`src/rtl/io_seg_display.sv`:
```
// Six-digit 7-segment driver for an IO output port register.
// Ports: clock, resetn (sync, active low); value_in, hex_mode,
//   blank_zeros in; hex0..hex5 (gfedcba, active low), busy,
//   overflow out. Decimal uses a one-bit-per-cycle double dabble.
module io_seg_display #(
  parameter int IN_WIDTH  = 32,
  parameter int DEC_LIMIT = 999999
) (
  input  logic                clock,
  input  logic                resetn,
  input  logic [IN_WIDTH-1:0] value_in,
  input  logic                hex_mode,
  input  logic                blank_zeros,
  output logic [6:0]          hex0,
  output logic [6:0]          hex1,
  output logic [6:0]          hex2,
  output logic [6:0]          hex3,
  output logic [6:0]          hex4,
  output logic [6:0]          hex5,
  output logic                busy,
  output logic                overflow
);

  typedef enum logic [1:0] {
    IDLE,
    SHIFT,
    UPDATE
  } state_t;

  localparam int CW = $clog2(IN_WIDTH + 1);
  localparam logic [IN_WIDTH-1:0] LIM = IN_WIDTH'(DEC_LIMIT);
  localparam logic [CW-1:0] LAST = CW'(IN_WIDTH - 1);
  localparam logic [6:0] SEG_BLANK = 7'b1111111;
  localparam logic [6:0] SEG_DASH  = 7'b0111111;

  state_t              r_state;
  logic [IN_WIDTH-1:0] r_last_val;
  logic                r_last_mode;
  logic                r_last_blank;
  logic                r_valid;
  logic [IN_WIDTH-1:0] r_work;
  logic [23:0]         r_bcd;
  logic [CW-1:0]       r_cnt;
  logic                r_ovf;
  logic [6:0]          r_hex [6];
  logic                r_busy;
  logic                r_overflow;

  logic                w_start;
  logic                w_ovf_in;
  logic [22:0]         w_adj;
  logic [3:0]          w_nib;
  logic                w_seen;
  logic [6:0]          w_code [6];

  function automatic logic [6:0] seg7(input logic [3:0] n);
    logic [6:0] s;
    unique case (n)
      4'h0: s = 7'b1000000;
      4'h1: s = 7'b1111001;
      4'h2: s = 7'b0100100;
      4'h3: s = 7'b0110000;
      4'h4: s = 7'b0011001;
      4'h5: s = 7'b0010010;
      4'h6: s = 7'b0000010;
      4'h7: s = 7'b1111000;
      4'h8: s = 7'b0000000;
      4'h9: s = 7'b0010000;
      4'hA: s = 7'b0001000;
      4'hB: s = 7'b0000011;
      4'hC: s = 7'b1000110;
      4'hD: s = 7'b0100001;
      4'hE: s = 7'b0000110;
      4'hF: s = 7'b0001110;
    endcase
    return s;
  endfunction

  assign w_start = !r_valid
                || (value_in != r_last_val)
                || (hex_mode != r_last_mode)
                || (blank_zeros != r_last_blank);

  // Hex mode can only show the low six nibbles.
  assign w_ovf_in = hex_mode ? ((value_in >> 24) != '0)
                             : (value_in > LIM);

  // Add-3 step. The top nibble keeps only 3 bits because
  // its MSB is shifted out and never displayed.
  always_comb begin
    w_adj = '0;
    for (int i = 0; i < 5; i++) begin
      if (r_bcd[4*i +: 4] >= 4'd5)
        w_adj[4*i +: 4] = r_bcd[4*i +: 4] + 4'd3;
      else
        w_adj[4*i +: 4] = r_bcd[4*i +: 4];
    end
    if (r_bcd[23:20] >= 4'd5)
      w_adj[22:20] = r_bcd[22:20] + 3'd3;
    else
      w_adj[22:20] = r_bcd[22:20];
  end

  // Scan from the top digit; blanking stops at the first
  // nonzero nibble, and hex0 always shows.
  always_comb begin
    w_seen = 1'b0;
    w_nib  = '0;
    for (int i = 0; i < 6; i++) w_code[i] = SEG_BLANK;
    for (int i = 5; i >= 0; i--) begin
      w_nib = r_last_mode ? r_work[4*i +: 4] : r_bcd[4*i +: 4];
      if (r_ovf)
        w_code[i] = SEG_DASH;
      else if (r_last_blank && !w_seen && w_nib == 4'd0 && i != 0)
        w_code[i] = SEG_BLANK;
      else
        w_code[i] = seg7(w_nib);
      if (w_nib != 4'd0) w_seen = 1'b1;
    end
  end

  always_ff @(posedge clock) begin
    if (!resetn) begin
      r_state      <= IDLE;
      r_last_val   <= '0;
      r_last_mode  <= 1'b0;
      r_last_blank <= 1'b0;
      r_valid      <= 1'b0;
      r_work       <= '0;
      r_bcd        <= '0;
      r_cnt        <= '0;
      r_ovf        <= 1'b0;
      for (int i = 0; i < 6; i++) r_hex[i] <= SEG_BLANK;
      r_busy       <= 1'b0;
      r_overflow   <= 1'b0;
    end else begin
      unique case (r_state)
        IDLE: begin
          if (w_start) begin
            r_last_val   <= value_in;
            r_last_mode  <= hex_mode;
            r_last_blank <= blank_zeros;
            r_work       <= value_in;
            r_ovf        <= w_ovf_in;
            r_bcd        <= '0;
            r_cnt        <= '0;
            r_busy       <= 1'b1;
            r_state      <= hex_mode ? UPDATE : SHIFT;
          end
        end
        SHIFT: begin
          r_bcd  <= {w_adj, r_work[IN_WIDTH-1]};
          r_work <= r_work << 1;
          r_cnt  <= r_cnt + 1'b1;
          if (r_cnt == LAST) r_state <= UPDATE;
        end
        UPDATE: begin
          for (int i = 0; i < 6; i++) r_hex[i] <= w_code[i];
          r_overflow <= r_ovf;
          r_valid    <= 1'b1;
          r_busy     <= 1'b0;
          r_state    <= IDLE;
        end
        default: r_state <= IDLE;
      endcase
    end
  end

  assign hex0     = r_hex[0];
  assign hex1     = r_hex[1];
  assign hex2     = r_hex[2];
  assign hex3     = r_hex[3];
  assign hex4     = r_hex[4];
  assign hex5     = r_hex[5];
  assign busy     = r_busy;
  assign overflow = r_overflow;

endmodule

```
`config.mk`:
```
export PLATFORM = sky130hd
export DESIGN_NAME = io_seg_display
export DESIGN_NICKNAME = d
export VERILOG_FILES = /design/src/rtl/io_seg_display.sv
export SDC_FILE = /design/constraint.sdc
export NUM_CORES = 1
export LEC_CHECK = 0
export BUFFER_PORTS_ARGS = -buffer_cell sky130_fd_sc_hd__buf_2
export CAP_MARGIN = 10
export CORE_ASPECT_RATIO = 1.4
export CORE_MARGIN = 2
export CORE_UTILIZATION = 60
export CTS_BUF_LIST = sky130_fd_sc_hd__clkbuf_2
export CTS_CLUSTER_DIAMETER = 200
export DETAILED_ROUTE_END_ITERATION = 10
export PLACE_DENSITY = 0.84
export SLEW_MARGIN = 20
export SYNTH_ARGS = -nofsm -noshare
export SYNTH_HDL_FRONTEND = slang
export SYNTH_SLANG_ARGS = --single-unit
```
`constraint.sdc`:
```
create_clock -name clock -period 3.3 [get_ports clock]
set_input_delay 0.165 -clock clock [delete_from_list [all_inputs] [get_ports clock]]
set_output_delay 0.165 -clock clock [all_outputs]
set_load 0.05 [all_outputs]
```
==> results.json <==
{
  "run_status": "completed",
  "avgRoutedWirePerCell_um": 16.16,
  "startpoint_type": "register",
  "pin_count_of_the_biggest_net_entering_global_routing": 62,
  "vias": 7825,
  "die_area_um2": 15780,
  "finalCritPeriodShare_pct": 91.33,
  "routed_via_density": 6.029,
  "grt_antenna_before_repair": 1,
  "setup_total_negative_slack_ns": 0,
  "place_hpwl_mm": 14.09,
  "detailedRoute.firstIterationViolations": 512,
  "rsz0062_at_grt": "false",
  "cts.path.max_buffers": 2,
  "route.antenna.remaining_nets": 0,
  "cts_hold_repair.buffers": 37,
  "clk_pin_slew_worst_paths_ns": 0.23,
  "final_net_count": 1176,
  "slew_headroom_pct": 30.55,
  "cts-root-buf": "sky130_fd_sc_hd__clkbuf_2",
  "remaining_drc_errors": 0,
  "timing.critical_path.slowest_cell_delay_ns": 0.54,
  "synth_fp_nets": 1086,
  "die_height_um": 147.8,
  "ffs_w_async_s_r_synth_pct": 0,
  "worst_clock_skew_ns": 0.03718,
  "cts-buffers-inserted": 17,
  "path_class": "register to register",
  "die_w_um": 106.7,
  "last_weighted_congestion_value_of_the_routability_driven_placer": 0.8946,
  "cts_post_setup_buffers_inserted": 0,
  "cts.sink_count": 144,
  "yosys.area.top_type_share_pct": 23.03,
  "global_route_usage_over_all_layers_pct": 26.95,
  "synth_top_cell_by_area": "sky130_fd_sc_hd__dfxtp_1",
  "num_rows": 52,
  "ys_types": 66,
  "ys_seq_area_share_pct": 37.26,
  "finalHoldWorstSlack_ns": 0.2418,
  "cellPowerDensity_nw_per_um2": 420.2,
  "number_of_detailed_routing_iterations_run_before_antenna_repair": 5,
  "fmax_ghz": 0.3318,
  "commonest_cells_in_the_netlist": "sky130_fd_sc_hd__nand2_1 (150), sky130_fd_sc_hd__dfxtp_1 (102), sky130_fd_sc_hd__mux2i_1 (59)",
  "yosysMostFrequentCell": "sky130_fd_sc_hd__nand2_1",
  "tritoncts": "built",
  "floorplan.initialDensity_pct": 61.38,
  "slowest_stage": "sky130_fd_sc_hd__nor4b_1",
  "synthesis.area_per_instance_um2": 8.822,
  "finalWorstPathRequiredPeriod_ns": 3.014,
  "drt-total-wl_mm": 20.98,
  "mappedNetlistArea_um2": 8866,
  "timing.final.hold_violations": 0,
  "path_buf_inv": 2,
  "final_util_pct": 69.35,
  "worst-endpoint-required_ns": 3.83,
  "timing_max_transition_violations_final": 0,
  "synth_top_cells_by_area": "sky130_fd_sc_hd__dfxtp_1 (23%), sky130_fd_sc_hd__edfxtp_1 (14%), sky130_fd_sc_hd__mux2i_1 (6.7%)",
  "hp-class": "input pin to register",
  "number_of_enable_flip_flop_cells_after_synthesis": 42,
  "area_growth_syn_to_layout_pct": 12.98,
  "final-instance-count-excl-fill": 1298,
  "timing.critical_path.to_type": "register",
  "worstPathArrival_ns": 3.54,
  "synth.yosys.warnings": 0,
  "place.port_buffers": 79,
  "max_cap_violations": 0,
  "num_io_pins": 80,
  "worst_skew_pair.late_latency_ns": 0.73,
  "ctsResizeCount": 0,
  "post_route_cells_drive_above_1_share_pct": 15.70,
  "tightestPinTransition_ns": 1.035,
  "worst_path_dominant_cell_family": "simple AND/OR/NAND/NOR gates",
  "mapped_cells": 1005,
  "grt_pass1_wl_mm": 34.70,
  "setup_violations": 0,
  "crit_chain": "buf_4 > o21ai_0 > inv_1 > ha_1 > nor4b_1 > and3b_1 > a31oi_1 > o311ai_0",
  "floorplan.core_area_um2": 14440,
  "power_leakage_nw": 3.848,
  "cts.htree.levels": 4,
  "vdd_ir_drop_max_uv": 272.1,
  "synth_ff_type": "sky130_fd_sc_hd__dfxtp_1",
  "first_global_vias": 7230,
  "post-place-cells": 1228,
  "ys_seq_elements": 144,
  "grt.overflow.total": 0,
  "path_max_fanout": 29
}
-- path summary, 6_finish.rpt --
| check | slack, ns | cells after the start | end | start |
|---|---|---|---|---|
| setup reg to reg | 0.29 | 8 | r_hex[1][1] | r_last_mode |
| hold / removal | 0.24 | 4 | r_last_val[1] | value_in[1] |
| setup / recovery | 0.29 | 8 | r_hex[1][1] | r_last_mode |
| hold reg to reg | 0.48 | 2 | r_last_val[0] | r_last_val[0] |
-- through the flow --
stage | total power, mW | cell area [µm²] | setup WS [ns]
2_1_floorplan | 2.770 | 8866 | 0.3607
3_3_place_gp | 2.977 | 9363 | 0.4983
3_5_place_dp | 3.003 | 9363 | 0.3559
4_1_cts | 4.200 | 10010 | 0.3381
5_1_grt | 4.396 | 10020 | 0.08837
6_report | 4.209 | 10020 | 0.2863
-- area by class of cell --
cell class	count	area, µm²
repair buffers	134	928.4
inverters	44	165.2
diodes	1	2.502
clock inverters	13	186.4
multi-input cells	754	5097
clock buffers	19	95.09
fillers	1144	4427
well taps	189	236.5
flip-flops and latches	144	3306
-- state kept, by name, indices dropped and copies added, names as in the netlist --
signal and cells:
r_work 32, r_state 2, r_last_val 32, r_valid 1, r_last_mode 1, r_ovf 1
busy 1, r_bcd 24, r_hex 42, r_cnt 6, overflow 1, r_last_blank 1
-- worst register-to-register path, stage by stage, from the launching register on --
cell,delay (ns)
sky130_fd_sc_hd__dfxtp_2,0.48
sky130_fd_sc_hd__buf_4,0.37
sky130_fd_sc_hd__o21ai_0,0.29
sky130_fd_sc_hd__inv_1,0.18
sky130_fd_sc_hd__ha_1,0.22
sky130_fd_sc_hd__nor4b_1,0.54
sky130_fd_sc_hd__and3b_1,0.35
sky130_fd_sc_hd__a31oi_1,0.23
sky130_fd_sc_hd__o311ai_0,0.17
-- per-layer routing --
metal  track usage (%)  up-vias  share of wire [%]
met5                 0        -                  0
met4             9.156        0                1.9
met3             4.674       35                5.7
met2             47.36      275                 51
met1             33.16     3680                 41
li1                  -     3835                  -
-- cells in the final DEF (no fill, tap or decap), types with 37 or more instances in the layout --
master                          instances
sky130_fd_sc_hd__nor2_1                55
sky130_fd_sc_hd__buf_2                 78
sky130_fd_sc_hd__dfxtp_1              100
sky130_fd_sc_hd__nand2_1              150
sky130_fd_sc_hd__dlygate4sd3_1         37
sky130_fd_sc_hd__edfxtp_1              42
sky130_fd_sc_hd__ha_1                  45
sky130_fd_sc_hd__a21oi_1               52
sky130_fd_sc_hd__inv_1                 42
sky130_fd_sc_hd__nor3_1                39
sky130_fd_sc_hd__mux2i_1               59
sky130_fd_sc_hd__o21ai_0               50
-- kinds of logic after synthesis --
kind of cell,Yosys count,synth area share [%]
compound gates,264,21.14
xor+xnor,38,3.754
fa+ha+maj,45,6.351
buf+inv,107,5.250
flops,144,37.26
mux,71,8.312
simple gates,336,17.94
-- power breakdown --
| part | switching, mW | internal (mW) | leakage, nW |
|---|---|---|---|
| sequential | 0.126 | 1.95 | 1.15 |
| clock | 0.678 | 0.507 | 0.159 |
| combinational | 0.578 | 0.367 | 2.54 |
| total | 1.38 | 2.83 | 3.85 |
(Power assumes the default switching activity.)
